==> src/rtl/vend_ctrl.sv <==
// Vending controller: coin credit accumulation, per-product price/stock tables,
// dispense and change sequencing with one-cycle result pulses.
module vend_ctrl #(
    parameter int unsigned CW    = 8,
    parameter int unsigned NPROD = 6,
    parameter int unsigned SW    = 4
) (
    input  logic          clk,
    input  logic          rst_n,
    input  logic          coin_valid_i,
    input  logic [CW-1:0] coin_val_i,
    input  logic          buy_valid_i,
    input  logic [2:0]    buy_sel_i,
    input  logic          cancel_i,
    input  logic          cfg_we_i,
    input  logic [2:0]    cfg_addr_i,
    input  logic [CW-1:0] cfg_price_i,
    input  logic          restock_i,
    output logic          coin_ack_o,
    output logic [CW-1:0] credit_o,
    output logic          busy_o,
    output logic          vend_valid_o,
    output logic [2:0]    vend_type_o,
    output logic          change_valid_o,
    output logic [CW-1:0] change_o,
    output logic          err_valid_o,
    output logic [1:0]    err_code_o
);

    localparam int unsigned IW     = (NPROD < 2) ? 1 : $clog2(NPROD + 1);
    localparam logic [SW-1:0] SMAX = '1;
    localparam logic [1:0] ERR_OVF     = 2'd0;
    localparam logic [1:0] ERR_BADSEL  = 2'd1;
    localparam logic [1:0] ERR_SOLDOUT = 2'd2;
    localparam logic [1:0] ERR_FUNDS   = 2'd3;

    typedef enum logic [1:0] {
        IDLE   = 2'd0,
        ACCUM  = 2'd1,
        VEND   = 2'd2,
        REFUND = 2'd3
    } state_e;

    state_e        state_q, state_d;
    logic [CW-1:0] credit_q, credit_d;
    logic [2:0]    sel_q, sel_d;
    logic [CW-1:0] price_q [1:NPROD];
    logic [CW-1:0] price_d [1:NPROD];
    logic [SW-1:0] stock_q [1:NPROD];
    logic [SW-1:0] stock_d [1:NPROD];
    logic          busy_q, busy_d;
    logic          vend_valid_q, vend_valid_d;
    logic [2:0]    vend_type_q, vend_type_d;
    logic          change_valid_q, change_valid_d;
    logic [CW-1:0] change_q, change_d;
    logic          err_valid_q, err_valid_d;
    logic [1:0]    err_code_q, err_code_d;

    logic [CW:0]   coin_sum;
    logic          sel_ok;
    logic [CW-1:0] req_price;
    logic [SW-1:0] req_stock;
    logic [CW-1:0] vend_price;

    function automatic logic [CW-1:0] reset_price(input int unsigned idx);
        case (idx)
            1:       return CW'(110);
            2:       return CW'(150);
            3:       return CW'(190);
            4:       return CW'(230);
            5:       return CW'(243);
            6:       return CW'(30);
            default: return '0;
        endcase
    endfunction

    // Table lookups for the requested product and the product being vended
    always_comb begin
        sel_ok     = 1'b0;
        req_price  = '0;
        req_stock  = '0;
        vend_price = '0;
        for (int unsigned i = 1; i <= NPROD; i++) begin
            if (buy_sel_i == 3'(i)) begin
                sel_ok    = 1'b1;
                req_price = price_q[IW'(i)];
                req_stock = stock_q[IW'(i)];
            end
            if (sel_q == 3'(i)) begin
                vend_price = price_q[IW'(i)];
            end
        end
    end

    assign coin_sum = {1'b0, credit_q} + {1'b0, coin_val_i};

    // Next-state and registered-output computation
    always_comb begin
        state_d        = state_q;
        credit_d       = credit_q;
        sel_d          = sel_q;
        price_d        = price_q;
        stock_d        = stock_q;
        vend_valid_d   = 1'b0;
        vend_type_d    = '0;
        change_valid_d = 1'b0;
        change_d       = '0;
        err_valid_d    = 1'b0;
        err_code_d     = '0;
        coin_ack_o     = 1'b0;

        case (state_q)
            IDLE, ACCUM: begin
                if (cancel_i) begin
                    if (state_q == ACCUM) begin
                        state_d = REFUND;
                    end
                end else if (buy_valid_i) begin
                    if (!sel_ok) begin
                        err_valid_d = 1'b1;
                        err_code_d  = ERR_BADSEL;
                    end else if (req_stock == '0) begin
                        err_valid_d = 1'b1;
                        err_code_d  = ERR_SOLDOUT;
                    end else if (credit_q < req_price) begin
                        err_valid_d = 1'b1;
                        err_code_d  = ERR_FUNDS;
                    end else begin
                        state_d = VEND;
                        sel_d   = buy_sel_i;
                    end
                end else if (coin_valid_i) begin
                    if (coin_sum[CW]) begin
                        err_valid_d = 1'b1;
                        err_code_d  = ERR_OVF;
                    end else begin
                        coin_ack_o = 1'b1;
                        credit_d   = coin_sum[CW-1:0];
                        if (coin_val_i != '0) begin
                            state_d = ACCUM;
                        end
                    end
                end

                // Table maintenance is only allowed with no customer session open
                if (state_q == IDLE) begin
                    for (int unsigned i = 1; i <= NPROD; i++) begin
                        if (cfg_we_i && cfg_addr_i == 3'(i)) begin
                            price_d[IW'(i)] = cfg_price_i;
                        end
                        if (restock_i) begin
                            stock_d[IW'(i)] = SMAX;
                        end
                    end
                end
            end

            VEND: begin
                vend_valid_d = 1'b1;
                vend_type_d  = sel_q;
                credit_d     = credit_q - vend_price;
                for (int unsigned i = 1; i <= NPROD; i++) begin
                    if (sel_q == 3'(i) && stock_q[IW'(i)] != '0) begin
                        stock_d[IW'(i)] = stock_q[IW'(i)] - SW'(1);
                    end
                end
                state_d = (credit_d != '0) ? REFUND : IDLE;
            end

            REFUND: begin
                change_valid_d = 1'b1;
                change_d       = credit_q;
                credit_d       = '0;
                state_d        = IDLE;
            end

            default: state_d = IDLE;
        endcase

        busy_d = (state_d == VEND) || (state_d == REFUND);
    end

    always_ff @(posedge clk) begin
        if (!rst_n) begin
            state_q        <= IDLE;
            credit_q       <= '0;
            sel_q          <= '0;
            busy_q         <= 1'b0;
            vend_valid_q   <= 1'b0;
            vend_type_q    <= '0;
            change_valid_q <= 1'b0;
            change_q       <= '0;
            err_valid_q    <= 1'b0;
            err_code_q     <= '0;
            for (int unsigned i = 1; i <= NPROD; i++) begin
                price_q[IW'(i)] <= reset_price(i);
                stock_q[IW'(i)] <= SMAX;
            end
        end else begin
            state_q        <= state_d;
            credit_q       <= credit_d;
            sel_q          <= sel_d;
            busy_q         <= busy_d;
            vend_valid_q   <= vend_valid_d;
            vend_type_q    <= vend_type_d;
            change_valid_q <= change_valid_d;
            change_q       <= change_d;
            err_valid_q    <= err_valid_d;
            err_code_q     <= err_code_d;
            price_q        <= price_d;
            stock_q        <= stock_d;
        end
    end

    assign credit_o       = credit_q;
    assign busy_o         = busy_q;
    assign vend_valid_o   = vend_valid_q;
    assign vend_type_o    = vend_type_q;
    assign change_valid_o = change_valid_q;
    assign change_o       = change_q;
    assign err_valid_o    = err_valid_q;
    assign err_code_o     = err_code_q;

endmodule

==> config.mk <==
export PLATFORM = sky130hd
export DESIGN_NAME = vend_ctrl
export DESIGN_NICKNAME = d
export VERILOG_FILES = /design/src/rtl/vend_ctrl.sv
export SDC_FILE = /design/constraint.sdc
export NUM_CORES = 1
export LEC_CHECK = 0
export CAP_MARGIN = 40
export CORE_MARGIN = 3
export CORE_UTILIZATION = 55
export CTS_BUF_LIST = sky130_fd_sc_hd__clkbuf_4
export CTS_CLUSTER_DIAMETER = 150
export DETAILED_ROUTE_END_ITERATION = 16
export PLACE_DENSITY_LB_ADDON = 0.1
export SYNTH_ARGS = -nofsm -noshare
export SYNTH_HDL_FRONTEND = slang
export SYNTH_SLANG_ARGS = --single-unit
==> constraint.sdc <==
create_clock -name clk -period 3.28 [get_ports clk]
set_input_delay 0.492 -clock clk [delete_from_list [all_inputs] [get_ports clk]]
set_output_delay 0.492 -clock clk [all_outputs]
set_load 0.05 [all_outputs]
Word level (Yosys, flattened, before mapping) --
Index checks and enable logic that the tools add are counted.
Cells by class: $add $sub $neg 8, magnitude comparators 1, eq/ne operators 35, mux-type cells 65, bitwise logic cells 7, reduce and logical (&&, ||, !) cells 44
Operator list (number):
- two-way mux 8 bit | 16
- two-way mux 4 bit | 13
- one-hot mux 24 bit (2 select lines) | 1
- AND reduction 4 bit | 7
- == test 3 bit, second input constant | 9
- two-way mux 2 bit | 12
- two-way mux 24 bit | 1
- inequality test 2 bit, second input constant | 12
- one-hot mux 8 bit (3 select lines) | 1
- nonzero test 4 bit | 6
- subtractor 4 x 1 -> 4 bit, second input constant | 6
- two-way mux 1 bit | 20
- == test 3 x 2 -> 1 bit, second input constant | 6
- AND reduction 3 bit | 6
- nonzero test 8 bit | 2
- logical AND 1 bit | 12
- adder 8 x 8 -> 9 bit | 1
- == test 3 x 1 -> 1 bit, second input constant | 3
- == test 2 bit, second input constant | 4
- less-than comparator 8 bit | 1
- subtractor 8 bit | 1
- inverter 1 bit | 7
- one-hot mux 2 bit (3 select lines) | 1
- AND reduction 6 bit | 1
- other kinds (10) | 11
Word-level totals: flip-flop bits (word level) 102, input port bits 29

Logic depth before layout (Yosys ltp) --
Gate-level depths: netlist of the first run.
depth after elaboration 16, mapped depth 14

Worst setup path after synthesis of the first run --
Ideal clock, no wire load.
kind reg2out, from reg credit_q[2] (netlist: credit_o[2]), to out coin_ack_o, arrival time 2828 ps, setup slack -40 ps, stages on the path, launching flop included 6, path buffers 0, path through dfxtp_1 > ha_1 > nor2b_1 > o31a_1 > o221a_2 > nor3_1
On the way: word-level cells in the longest chain between the ends 6
Ends and longest elaborated chain:
- from (decl) | RTL line 45 | logic [CW-1:0] credit_q, credit_d;
- from (signal assigned) | RTL line 201 | credit_q <= credit_d;
- adder 8 x 8 -> 9 bit | RTL line 95 | assign coin_sum = {1'b0, credit_q} + {1'b0, coin_val_i};
- two-way mux 1 bit | RTL line 133 | if (coin_sum[CW]) begin
- two-way mux 1 bit | RTL line 132 | end else if (coin_valid_i) begin
- two-way mux 1 bit | RTL line 118 | end else if (buy_valid_i) begin
- two-way mux 1 bit | RTL line 114 | if (cancel_i) begin
- two-way mux 1 bit | RTL line 112 | case (state_q)
- to (decl) | RTL line 19 | output logic coin_ack_o,
No other way between the ends.

Worst setup path in the final report of the first run --
from reg sel_q[0], to reg credit_q[6] (netlist: credit_o[6])
On the way: word-level cells in the longest chain between the ends 9, elaborated cells on any way between the ends 14, classes of those cells add/sub (1); eq/ne (6); mux (7)
Ends and longest elaborated chain:
- from (decl) | RTL line 46 | logic [2:0] sel_q, sel_d;
- from (signal assigned) | RTL line 202 | sel_q <= sel_d;
- == test 3 x 1 -> 1 bit | RTL line 89 | if (sel_q == 3'(i)) begin
- two-way mux 8 bit (5 in series) | RTL line 89
- two-way mux 8 bit * | RTL line 89
- subtractor 8 bit * | RTL line 161 | credit_d = credit_q - vend_price;
- one-hot mux 8 bit (3 select lines) * | RTL line 112
Every way passes the cells marked *; elsewhere a longest branch is shown, timed or not. A chain may end at the register's enable or synchronous reset.

==> results.json, run 1 <==
{
  "dieArea_um2": 11900,
  "grt_overflow_total": 0,
  "max_slew_margin_pct": 43.5,
  "drc": 0,
  "cts_root_buffer": "clkbuf_4",
  "arrival_ns": 3.55,
  "critical_path.max_fanout": 6,
  "setup_viol": 0,
  "synth.area.top_cells": "dfxtp_1, mux2i_1, ha_1, nand2_1, nor2_1",
  "hold-worst-slack_ns": 0.529,
  "finalSetupTns_ns": 0,
  "hold_depth": 2,
  "grt_use_total_pct": 27.6,
  "ff2ff_path_depth": 11,
  "hold_buffers": 0,
  "cts_sinks": 102,
  "num-fill-cells": 856,
  "place_hpwl_um": 11600,
  "hold_class": "flop to flop",
  "power.density_nw_per_um2": 529,
  "cts_max_path_buffers": 2,
  "yosys_most_used_dff": "dfxtp_1",
  "finClkSkew_ns": 0.0155,
  "cts_tree": "built",
  "r2r_slack_ns": 0.14,
  "final_area_um2": 6810,
  "synth_top_cell_by_area": "dfxtp_1",
  "syn_inst": 682,
  "vdd_ir_drop_max_mv": 0.372,
  "rows": 36,
  "synth_cell_types": 62,
  "cts.htree.levels": 3,
  "coreArea_um2": 10000,
  "die_y_um": 109,
  "yosysWarnings": 0,
  "place_area_um2": 6660,
  "timing.final.crit_period_ns": 3.14,
  "finalMaxSlewViolations": 0,
  "drt-vias-per-instance": 6.06,
  "ant_nets": 0,
  "drt-total-wl_um": 15900,
  "crit_required_ns": 3.68,
  "insertion_delay_ns": 0.47,
  "via_count": 5373,
  "antenna_found_initial": 1,
  "start_kind": "flop",
  "syn_nets": 741,
  "cts.clk_slew.worst_paths_ns": 0.15,
  "start_util_pct": 58.0,
  "post-route-period-util_pct": 95.8,
  "cp-end-kind": "flop",
  "fp.dieW_um": 109,
  "drtIter0Drc": 475,
  "synth_edf_count": 0,
  "outcome": "finished clean",
  "hold_viol": 0,
  "yosysTopAreaCellShare_pct": 35.1,
  "drv_cap": 0,
  "ios": 55,
  "dr.pass1.iters": 5,
  "routedWlPerCell_um": 18.0,
  "ys_ff_latch": 102,
  "cts_buffers": 9,
  "nNetsFinal": 807,
  "yosysSeqAreaShare_pct": 35.1,
  "drive_above_1_share_pct": 9.16,
  "fmax_mhz": 318,
  "critical_path_class": "flop to flop",
  "grt_pass1_wl_um": 25700,
  "grt_max_degree": 41,
  "synth_area_um2": 5820,
  "synthArstFlopShare_pct": 0,
  "rsz0062_at_grt": "false",
  "tightestPinTransition_ns": 0.848,
  "p_leak_nw": 2.97,
  "grt_pass1_vias": 5071,
  "port_buffers": 54,
  "avgSynthCellArea_um2": 8.54,
  "areaGrowthSynthToFinish_pct": 17.0,
  "place.gp.congestion": 0.968
}
## flip-flops by register name, summed over array words and instances (netlist names)
| name | flops |
|---|---|
| change_valid_o | 1 |
| stock_q | 24 |
| state_q | 2 |
| change_o | 8 |
| vend_type_o | 3 |
| vend_valid_o | 1 |
| err_code_o | 2 |
| busy_o | 1 |
| credit_o | 8 |
| sel_q | 3 |
| err_valid_o | 1 |
| price_q | 48 |
## metrics by stage
step | power [mW] | worst slack (ns) | utilization (%) | cells
floorplan | 2.41 | 0.296 | - | 682
global placement | 2.87 | -0.0213 | 66.3 | 870
detailed placement | 2.91 | -0.0739 | 66.3 | 870
CTS | 3.57 | 0.0680 | 67.7 | 886
global route | 3.78 | 0.00675 | 67.8 | 887
finish | 3.61 | 0.137 | 67.8 | 887
## logic make-up after synthesis
group / count (synthesis) / synth area share (%)
flops: 102 / 35.1
mux: 69 / 12.0
xor+xnor: 14 / 2.11
fa+ha+maj: 30 / 6.71
buf+inv: 60 / 4.21
simple gates: 238 / 19.3
compound gates: 169 / 20.6
## power breakdown
| group | internal [mW] | leakage, nW | switching (mW) |
|---|---|---|---|
| clock network | 0.257 | 0.0789 | 0.412 |
| registers | 1.31 | 0.828 | 0.146 |
| logic | 0.627 | 2.07 | 0.852 |
| total | 2.19 | 2.97 | 1.41 |
## cells in the final DEF (no fill, tap or decap), types with 6 or more instances in the layout
cell             synthesis  final
inv_1                   28     28
o21ai_1                 12     12
ha_1                    28     28
nand2_1                 87     87
o21a_1                   8      8
mux2i_1                 67     67
o211ai_1                 6      6
a31oi_1                  7      7
xnor2_1                 10     10
nand2b_1                10     10
clkdlybuf4s50_1          0     53
clkbuf_4                 0     12
nor2b_1                  8      8
and3_1                  18     18
nand3_1                 15     15
nor2_1                  56     56
buf_4                    2     32
nor3_1                  13     12
a32oi_1                  9      9
and2_1                   8      8
dfxtp_1                102    101
a21oi_1                 40     40
o21ai_0                 40     40
## timing repair
action                                  CTS  global route
setup buffers                             0             0
resized for setup                         0             3
endpoints found under the setup margin    0             5
## Yosys cell counts, types with 2 or more instances
library cell  number
dfxtp_1          102
and3_1            18
a311oi_1           3
o21ai_1           12
nand2b_1          10
a21o_1             4
o41ai_1            2
nand2_1           87
o22ai_1            4
a2111oi_4          4
nand3b_1           3
buf_2             10
a211oi_2           4
a311o_1            2
a32oi_1            9
buf_4              2
nor3_1            13
inv_1             28
nor2b_1            8
o211a_1            2
mux2i_1           67
o211ai_1           6
o21ai_0           40
o221a_2            2
o221ai_1           3
a211oi_1           5
xor2_1             4
a31oi_1            7
clkbuf_1          19
nand4b_1           2
ha_1              28
nor3b_1            2
a21oi_1           40
and2_1             8
or3_1              3
nor4_1             4
nand3_1           15
fa_1               2
nand4_1            3
and2b_1            2
nor2_1            56
o21a_1             8
xnor2_1           10
## per-layer routing
layer  vias to the layer above  wire length [um]  track usage [%]
li1                       2597                 -                -
met1                      2523              6950             36.1
met2                       219              7520             45.8
met3                        34              1160             5.62
met4                         0               294             8.93
met5                         -                 0                0
## layout make-up
cell class / count / area, um^2 / area share, %
antenna: 1 / 2.50 / 0.0367
clock inverter: 4 / 47.5 / 0.698
tap: 133 / 166 / 2.44
sequential: 102 / 2040 / 30.0
inverter: 28 / 105 / 1.54
clock buffer: 12 / 90.1 / 1.32
timing repair buffer: 87 / 811 / 11.9
multi-input combinational: 520 / 3550 / 52.1
## final timing paths
check             startpoint           to
hold / removal    price_q[9]   price_q[9]
setup / recovery    sel_q[0]  credit_o[6]
hold reg to reg   price_q[9]   price_q[9]
setup reg to reg    sel_q[0]  credit_o[6]
## critical path, cell delays in order, from the launching register on
cell	delay, ns
dfxtp_1	0.50
and2b_1	0.33
a21oi_1	0.20
a21oi_1	0.14
ha_1	0.25
fa_1	0.38
nand2b_1	0.19
a2111oi_1	0.42
a211oi_2	0.13
buf_4	0.16
o32a_1	0.17
a211oi_2	0.21
Note: power is estimated with default switching activity, not from simulation.
==> inputs of run 2 (changes only) <==
==> constraint.sdc (replaced) <==
create_clock -name clk -period 4 [get_ports clk]
set_input_delay 0.6 -clock clk [delete_from_list [all_inputs] [get_ports clk]]
set_output_delay 0.6 -clock clk [all_outputs]
set_load 0.05 [all_outputs]
==> results.json, run 2 (synthesized netlist as in run 1, its figures left out) <==
{
  "final_cell_mix": "dfxtp_1, nand2_1, mux2i_1, nor2_1, clkdlybuf4s50_1",
  "drtIter0Drc": 387,
  "via_count": 5343,
  "worst-path-buf-inv": 1,
  "p_leak_nw": 2.87,
  "cts_sinks": 102,
  "place.gp.congestion": 1.00,
  "slowest_delay_ns": 0.51,
  "cts_resized": 0,
  "cp-end-kind": "flop",
  "drt-total-wl_um": 15500,
  "final_common_cell": "dfxtp_1",
  "insertion_delay_ns": 0.48,
  "cpLargestDelayFamily": "compound AO/OA/AOI/OAI gates",
  "start_kind": "flop",
  "place_hpwl_um": 11200,
  "cts_root_buffer": "clkbuf_4",
  "fmax_mhz": 283,
  "r2r-start": "sel_q[0]",
  "hold_viol": 0,
  "finalPower_mw": 2.79,
  "cts.clk_slew.worst_paths_ns": 0.15,
  "finClkSkew_ns": 0.0206,
  "crit_required_ns": 4.35,
  "start_util_pct": 58.0,
  "critical_path.max_fanout": 18,
  "grt_pass1_vias": 5132,
  "cts_tree": "built",
  "r2r_end": "busy_o",
  "largest_reg_flops": 48,
  "rsz0062_at_grt": "false",
  "drive_above_1_share_pct": 6.27,
  "grt_pass1_wl_um": 25200,
  "hold_class": "flop to flop",
  "routedWlPerCell_um": 17.9,
  "hp-start": "price_q[34]",
  "largest_register": "price_q",
  "dieArea_um2": 11900,
  "die_y_um": 109,
  "startpoint": "sel_q[0]",
  "worst_slack_ns": 0.470,
  "drt-vias-per-instance": 6.16,
  "r2r_slack_ns": 0.47,
  "dr.pass1.iters": 7,
  "drv_cap": 0,
  "cts_max_path_buffers": 2,
  "diodes": 0,
  "grt_overflow_total": 0,
  "cts.htree.levels": 3,
  "timing.final.crit_period_ns": 3.53,
  "port_buffers": 54,
  "fp.dieW_um": 109,
  "cts_buffers": 9,
  "pre_cts_ws_ns": 0.333,
  "arrival_ns": 3.88,
  "crit_top_cell": "a21oi_1",
  "cp_cell_sequence": "buf_4, mux2i_1, nor2_1, a21oi_1, a21oi_1, ha_1, fa_1, nand2b_1, a21o_1, a211oi_1, nand4b_1, o21ai_0, a31oi_1",
  "critical_path_class": "flop to flop",
  "ios": 55,
  "hold_depth": 2,
  "hold_buffers": 0,
  "power.density_nw_per_um2": 421,
  "grt_use_total_pct": 27.1,
  "vdd_ir_drop_max_mv": 0.228,
  "max_slew_margin_pct": 43.0,
  "grt_max_degree": 42,
  "ff2ff_path_depth": 13,
  "rows": 36,
  "coreArea_um2": 10000,
  "drc": 0,
  "cp_slowest_cell": "dfxtp_1",
  "areaGrowthSynthToFinish_pct": 13.8,
  "tightestPinTransition_ns": 0.855,
  "finalMaxSlewViolations": 0,
  "post_cts.repair.setup_buffers": 0,
  "setup_viol": 0,
  "nNetsFinal": 788,
  "hold_end": "price_q[34]",
  "reg_top3": "price_q: 48 flops, stock_q: 24 flops",
  "antenna_found_initial": 0,
  "post-route-period-util_pct": 88.3,
  "ant_nets": 0,
  "finalSetupTns_ns": 0,
  "outcome": "finished clean",
  "hold-worst-slack_ns": 0.518
}
-- run 2: cell types whose count changed in the layout (fill, tap and decap cells not counted), sizes merged --
cell | previous run | this run
bufinv | 1 | 0
diode | 1 | 0
clkbuf | 12 | 9
inv | 28 | 29
clkinv | 3 | 6
buf | 34 | 15
-- run 2: worst reg2reg max path: stages (launching register included) --
cell and delay [ns]:
dfxtp_1 0.51, buf_4 0.31, mux2i_1 0.22, nor2_1 0.06, a21oi_1 0.11, a21oi_1 0.12
ha_1 0.29, fa_1 0.40, nand2b_1 0.19, a21o_1 0.16, a211oi_1 0.41, nand4b_1 0.15
o21ai_0 0.36, a31oi_1 0.14
-- run 2: layer usage --
layer	share of wire (%)	vias to the layer above	global-route usage [%]
met2	47	205	46.1
met4	2.7	0	11.5
met3	6.8	32	4.14
met5	0	-	0
met1	43	2561	34.0
li1	-	2545	-
-- run 2: power breakdown --
group / switching, mW / internal [mW]
registers: 0.119 / 1.07
logic: 0.667 / 0.454
clock network: 0.352 / 0.124
-- run 2: how the worst max path moves through the flow --
stage	endpoint	slack [ns]	cells past startpoint
floorplan	coin_ack_o	0.57	5
global placement	state_q[0]	0.44	12
detailed placement	state_q[0]	0.33	12
CTS	busy_o	0.55	13
global route	state_q[1]	0.22	13
finish	busy_o	0.47	13
-- run 2: layout make-up --
type                    count  area, um^2
clock buffers               9        67.6
clock inverters             7        40.0
repair buffers             68         668
flip-flops and latches    102        2040
fillers                   863        3420
well taps                 133         166
multi-input cells         520        3530
inverters                  28         105
-- run 2: stage by stage --
stage                     area, um^2  std cells  utilization (%)
final                           6620        867             65.9
after global placement          6520        851             64.9
after CTS                       6620        867             65.9
after detailed placement        6520        851             64.9
after floorplan                 5820        682                -
after global routing            6620        867             65.9
